===== src/rtl/merge_input_loader_if.sv =====
// Handshake bundle between the key source, the loader and the merge4to8 capture stage.
// slave is the loader side; master is the side that feeds keys and acknowledges frames.
interface merge_input_loader_if #(
  parameter int WIDTH = 3,
  parameter int n     = 4,
  parameter int CW    = $clog2(2*n+1)
);
  logic             in_valid;
  logic [WIDTH-1:0] in_data;
  logic             in_ready;
  logic             flush;
  logic [n*WIDTH-1:0] a;
  logic [n*WIDTH-1:0] b;
  logic             out_valid;
  logic             out_ready;
  logic [CW-1:0]    out_count;

  modport slave (
    input  in_valid, in_data, flush, out_ready,
    output in_ready, a, b, out_valid, out_count
  );

  modport master (
    output in_valid, in_data, flush, out_ready,
    input  in_ready, a, b, out_valid, out_count
  );
endinterface


===== src/rtl/merge_input_loader.sv =====
// Serial key loader: insertion-sorts n keys into bank A, then n into bank B,
// and holds both banks as merger operands until the downstream stage acknowledges.
//   state  | meaning
//   FILL_A | accepting keys into bank A
//   FILL_B | accepting keys into bank B
//   HOLD   | frame complete, waiting for out_ready
module merge_input_loader #(
  parameter int WIDTH = 3,
  parameter int n     = 4,
  localparam int CW   = $clog2(2*n+1)
) (
  input logic clk,
  input logic rst_n,
  merge_input_loader_if.slave bus
);
  localparam int CNTW = $clog2(n+1);

  typedef enum logic [1:0] {
    FILL_A = 2'd0,
    FILL_B = 2'd1,
    HOLD   = 2'd2
  } state_t;

  state_t               state;
  logic [n*WIDTH-1:0]   bank_a;
  logic [n*WIDTH-1:0]   bank_b;
  logic [n*WIDTH-1:0]   ins_a;
  logic [n*WIDTH-1:0]   ins_b;
  logic [CNTW-1:0]      cnt_a;
  logic [CNTW-1:0]      cnt_b;
  logic [CW-1:0]        count;
  logic                 in_ready_q;
  logic                 out_valid_q;
  logic                 accept;

  // Filled slots <= key form a prefix of the sorted bank, so each slot either keeps
  // its value, takes the new key, or takes its lower neighbour (shift up by one).
  function automatic logic [n*WIDTH-1:0] insert_key(
    input logic [n*WIDTH-1:0] bank,
    input logic [CNTW-1:0]    filled,
    input logic [WIDTH-1:0]   key
  );
    logic [n-1:0]       le;
    logic [n-1:0]       le_prev;
    logic [n*WIDTH-1:0] shifted;
    logic [n*WIDTH-1:0] res;
    for (int i = 0; i < n; i++) begin
      le[i] = (i < int'(filled)) && (bank[i*WIDTH +: WIDTH] <= key);
    end
    le_prev = {le[n-2:0], 1'b1};
    shifted = {bank[(n-1)*WIDTH-1:0], {WIDTH{1'b1}}};
    for (int i = 0; i < n; i++) begin
      if (le[i])
        res[i*WIDTH +: WIDTH] = bank[i*WIDTH +: WIDTH];
      else if (le_prev[i])
        res[i*WIDTH +: WIDTH] = key;
      else
        res[i*WIDTH +: WIDTH] = shifted[i*WIDTH +: WIDTH];
    end
    return res;
  endfunction

  always_comb begin
    ins_a = insert_key(bank_a, cnt_a, bus.in_data);
    ins_b = insert_key(bank_b, cnt_b, bus.in_data);
  end

  assign accept        = bus.in_valid & in_ready_q;
  assign bus.in_ready  = in_ready_q;
  assign bus.out_valid = out_valid_q;
  assign bus.a         = bank_a;
  assign bus.b         = bank_b;
  assign bus.out_count = count;

  always_ff @(posedge clk or negedge rst_n) begin
    if (!rst_n) begin
      state       <= FILL_A;
      bank_a      <= '1;
      bank_b      <= '1;
      cnt_a       <= '0;
      cnt_b       <= '0;
      count       <= '0;
      in_ready_q  <= 1'b1;
      out_valid_q <= 1'b0;
    end else begin
      case (state)
        FILL_A: begin
          if (accept) begin
            bank_a <= ins_a;
            cnt_a  <= cnt_a + CNTW'(1);
            count  <= count + CW'(1);
          end
          // An empty bank A with no key arriving means there is no frame to close.
          if (bus.flush && (accept || cnt_a != '0)) begin
            state       <= HOLD;
            in_ready_q  <= 1'b0;
            out_valid_q <= 1'b1;
          end else if (accept && cnt_a == CNTW'(n-1)) begin
            state <= FILL_B;
          end
        end
        FILL_B: begin
          if (accept) begin
            bank_b <= ins_b;
            cnt_b  <= cnt_b + CNTW'(1);
            count  <= count + CW'(1);
          end
          if (bus.flush || (accept && cnt_b == CNTW'(n-1))) begin
            state       <= HOLD;
            in_ready_q  <= 1'b0;
            out_valid_q <= 1'b1;
          end
        end
        HOLD: begin
          if (bus.out_ready) begin
            state       <= FILL_A;
            bank_a      <= '1;
            bank_b      <= '1;
            cnt_a       <= '0;
            cnt_b       <= '0;
            count       <= '0;
            in_ready_q  <= 1'b1;
            out_valid_q <= 1'b0;
          end
        end
        default: begin
          state       <= FILL_A;
          in_ready_q  <= 1'b1;
          out_valid_q <= 1'b0;
        end
      endcase
    end
  end
endmodule


===== src/flat_wrapper.sv =====
// flat-port wrapper written by rule: the top's interface ports become plain ports
module merge_input_loader_flat 
#(
  parameter int WIDTH = 3,
  parameter int n     = 4,
  localparam int CW   = $clog2(2*n+1)
)
  (clk, rst_n, bus_in_valid, bus_in_data, bus_flush, bus_out_ready, bus_in_ready, bus_a, bus_b, bus_out_valid, bus_out_count);
  merge_input_loader_if #(.WIDTH(WIDTH), .n(n)) bus_i ();
  input logic clk;
  input logic rst_n;
  input wire logic [$bits(bus_i.in_valid)-1:0] bus_in_valid;
  input wire logic [$bits(bus_i.in_data)-1:0] bus_in_data;
  input wire logic [$bits(bus_i.flush)-1:0] bus_flush;
  input wire logic [$bits(bus_i.out_ready)-1:0] bus_out_ready;
  output wire logic [$bits(bus_i.in_ready)-1:0] bus_in_ready;
  output wire logic [$bits(bus_i.a)-1:0] bus_a;
  output wire logic [$bits(bus_i.b)-1:0] bus_b;
  output wire logic [$bits(bus_i.out_valid)-1:0] bus_out_valid;
  output wire logic [$bits(bus_i.out_count)-1:0] bus_out_count;
  assign bus_i.in_valid = bus_in_valid;
  assign bus_i.in_data = bus_in_data;
  assign bus_i.flush = bus_flush;
  assign bus_i.out_ready = bus_out_ready;
  assign bus_in_ready = bus_i.in_ready;
  assign bus_a = bus_i.a;
  assign bus_b = bus_i.b;
  assign bus_out_valid = bus_i.out_valid;
  assign bus_out_count = bus_i.out_count;
  merge_input_loader #(.WIDTH(WIDTH), .n(n)) u_core (.clk(clk), .rst_n(rst_n), .bus(bus_i));
endmodule

===== config.mk =====
export PLATFORM = sky130hd
export DESIGN_NAME = merge_input_loader_flat
export DESIGN_NICKNAME = d
export VERILOG_FILES = /design/src/rtl/merge_input_loader_if.sv /design/src/rtl/merge_input_loader.sv /design/src/flat_wrapper.sv
export SDC_FILE = /design/constraint.sdc
export NUM_CORES = 1
export LEC_CHECK = 0
export CAP_MARGIN = 20
export CORE_UTILIZATION = 56
export CTS_CLUSTER_DIAMETER = 100
export DETAILED_ROUTE_END_ITERATION = 8
export MAX_ROUTING_LAYER = met4
export PLACE_DENSITY = 0.79
export SETUP_SLACK_MARGIN = 0.2
export SYNTH_ARGS = -nofsm -noshare
export SYNTH_HDL_FRONTEND = slang
export SYNTH_SLANG_ARGS = --single-unit

===== constraint.sdc =====
create_clock -name clk -period 2.43 [get_ports clk]
set_clock_uncertainty 0.1 [all_clocks]
set_input_delay 0.6075 -clock clk [delete_from_list [all_inputs] [get_ports clk]]
set_output_delay 0.6075 -clock clk [all_outputs]
set_load 0.01 [all_outputs]

==> qor.yml <==
routing:
  drc: 0
  wirelength_um: 7140
  vias: 2635
  ant_nets: 0
  wl_per_cell_um: 16.4
  dr.pass1.iters: 4
  routed_via_density: 6.04
  drt_iter0_markers: 146
cts:
  clkSlewWorstSetupHoldPaths_ps: 80
  cts-root-buf: "clkbuf_8"
  clock_latency_ps: 300
  clockBufferDepth: 2
  cts_tree: "built"
  clock-sinks: 38
  htreeDepth: 2
  cts_buffers: 5
  ctsHoldBuffers: 0
layout:
  utilization_pct: 74.7
  most-common-layout-cells: "33 x clkdlybuf4s50_1, 28 x o21ai_0, 26 x ha_1"
  ff_latch_area_um2: 982
  design_area_um2: 3570
  final_nets: 404
  diodes: 0
  fill_cells: 356
  layout_commonest_cell: "clkdlybuf4s50_1"
  multi_input_area_um2: 1710
  syn_to_final_growth_pct: 27.0
  drive_gt1_share_pct: 21.7
worst_hold_path:
  min_path_type: "in2async"
setup_path:
  endpoint_kind: "register"
  reg2reg_depth: 5
  cp_max_fo: 5
  cp.required_ps: 2550
  critPathBufInv: 2
  crit_chain: "buf_2 -> clkinvlp_4 -> ha_1 -> and3b_1 -> o21a_1 -> or3_1 -> a31oi_1"
  path_class: "in2reg"
  startpoint_type: "input port"
  worst-path-stages: 7
  crit_family: "simple AND/OR/NAND/NOR gates"
  arrival_ps: 2290
  cpPeakStageDelay_ps: 370
  slowest_stage: "ha_1"
yosys:
  synth-edff-count: 0
  async_reset_ff_share_pct: 100
  ys_seq_elements: 38
  synth_cell_types: 52
  synth_area_um2: 2810
  synth.avg_cell_area_um2: 9.19
  netlist_instances: 306
  syn_nets: 342
  synth.yosys.seq_area_share_pct: 34.9
  synth_ff_type: "dfstp_2"
  ys.warnings.count: 0
floorplan:
  die-area_um2: 5310
  start_util_pct: 58.8
  num_rows: 25
  die_x_um: 72.9
  die_h_um: 72.9
  io_pins: 38
  core_um2: 4790
sta:
  fin_crit_sh_pct: 89.2
  setup_tns_ps: 0
  fin_crit_ps: 2170
  tightest_slew_ps: 638
  slew_violations: 0
  hold_viol: 0
  setup_slack_ps: 261
  grt_setup_unrepaired: "no"
  fmax_mhz: 461
  relSlewSlack_pct: 57.1
  setup_violations: 0
power_and_ir_drop:
  leakage_nw: 1.63
  ir_worst_vdd_mv: 0.859
  p_per_area_nw_per_um2: 1170
  finalPower_mw: 4.17
run:
  drv_cap: 0
global_routing:
  grt_max_degree: 24
  first_global_vias: 2531
  grt_pass1_wl_um: 11800
  antenna_found_initial: 0
  grtUsageTotal_pct: 29.7
  globalRoute.totalOverflow: 0
placed_design:
  hpwl_um: 5240
  io_buffer_count: 37
  place.gp.congestion: 0.868
  dp_slack_ps: -396
  placed_area_um2: 3390
outcome:
  outcome: "complete, no violations"
==> per-stage QoR <==
step | std cells | hold slack, ps
after floorplan | 306 | 212
after global placement | 425 | 373
after detailed placement | 425 | 377
after CTS | 434 | 183
after global routing | 436 | 218
final | 436 | 194
==> worst reg2reg max path, stage by stage (launching register included) <==
cell	delay, ps
dfrtp_1	600
buf_4	290
nand3b_4	140
and2_1	250
a21oi_2	270
mux2i_1	230
==> per-layer routing <==
layer	track usage, %	vias to the layer above	share of wire [%]
met5	-	-	0
met4	9.37	0	0.94
li1	-	1272	-
met3	4.97	7	4.9
met1	38.6	1270	45
met2	47.4	86	50
==> sequential cells by signal, summed over array words and instances (netlist names) <==
register / flops
u_core.bus.b: 12
u_core.state: 2
u_core.bus.a: 12
u_core.bus.in_ready: 1
u_core.cnt_b: 3
u_core.bus.out_count: 4
u_core.bus.out_valid: 1
u_core.cnt_a: 3
==> where the power goes <==
part	internal [mW]	switching (mW)
clock	0.305	0.245
combinational	1.15	1.20
sequential	0.987	0.284
==> Yosys cell counts (3+ instances only) <==
cell,n,area share (%)
a211oi_2,3,1.3
a21o_1,10,2.7
a21oi_1,13,2.3
a311oi_1,4,1.2
a31oi_1,6,1.3
a32oi_1,14,4.4
and3b_1,9,2.8
buf_2,3,0.53
buf_6,3,1.2
clkbuf_1,3,0.40
dfrtp_1,13,12
dfstp_2,25,23
ha_1,28,12
inv_1,27,3.6
mux2i_1,6,2.1
nand2_1,14,1.9
nand3_1,19,3.4
nand3b_1,4,1.1
nor2_1,19,2.5
nor4_1,3,0.67
o21a_1,6,1.6
o21ai_0,30,5.3
o22ai_1,3,0.67
or3_1,6,1.3
==> logic make-up after synthesis <==
group,share of synthesized area (%)
buffers and inverters,5.87
AOI/OAI and AO/OA,25.0
xor gates and xnor gates,0.623
adders and majority gates,12.5
and+or+nand+nor,19.0
muxes,2.14
DFF,34.9
==> cell type report <==
| type | count | share of cell area, % |
|---|---|---|
| Timing Repair Buffer | 64 | 16.0 |
| Timing Repair inverter | 1 | 0.210 |
| Sequential cell | 38 | 27.5 |
| Clock inverter | 3 | 1.26 |
| Multi-Input combinational cell | 231 | 47.8 |
| Inverter | 27 | 3.01 |
| Clock buffer | 5 | 1.93 |
| Tap cell | 67 | 2.35 |
==> worst paths after layout <==
kind,startpoint,to,slack [ps]
min reg2reg,u_core.bus.b[7],u_core.bus.b[7],390
max in group asynchronous,rst_n,u_core.bus.a[7],1350
min in group clk,u_core.bus.b[7],u_core.bus.b[7],390
max reg2reg,u_core.state[1],u_core.bus.b[0],480
max,bus_in_data[2],u_core.bus.b[10],260
min,rst_n,u_core.bus.out_count[3],190
==> timing repair <==
item | CTS | global route
gates cloned | 1 | 0
setup endpoints to repair | 24 | 21
gates resized for setup | 8 | 12
pin swaps | 0 | 5
buffers inserted | 0 | 2
Power figures use the tool's default switching activity.
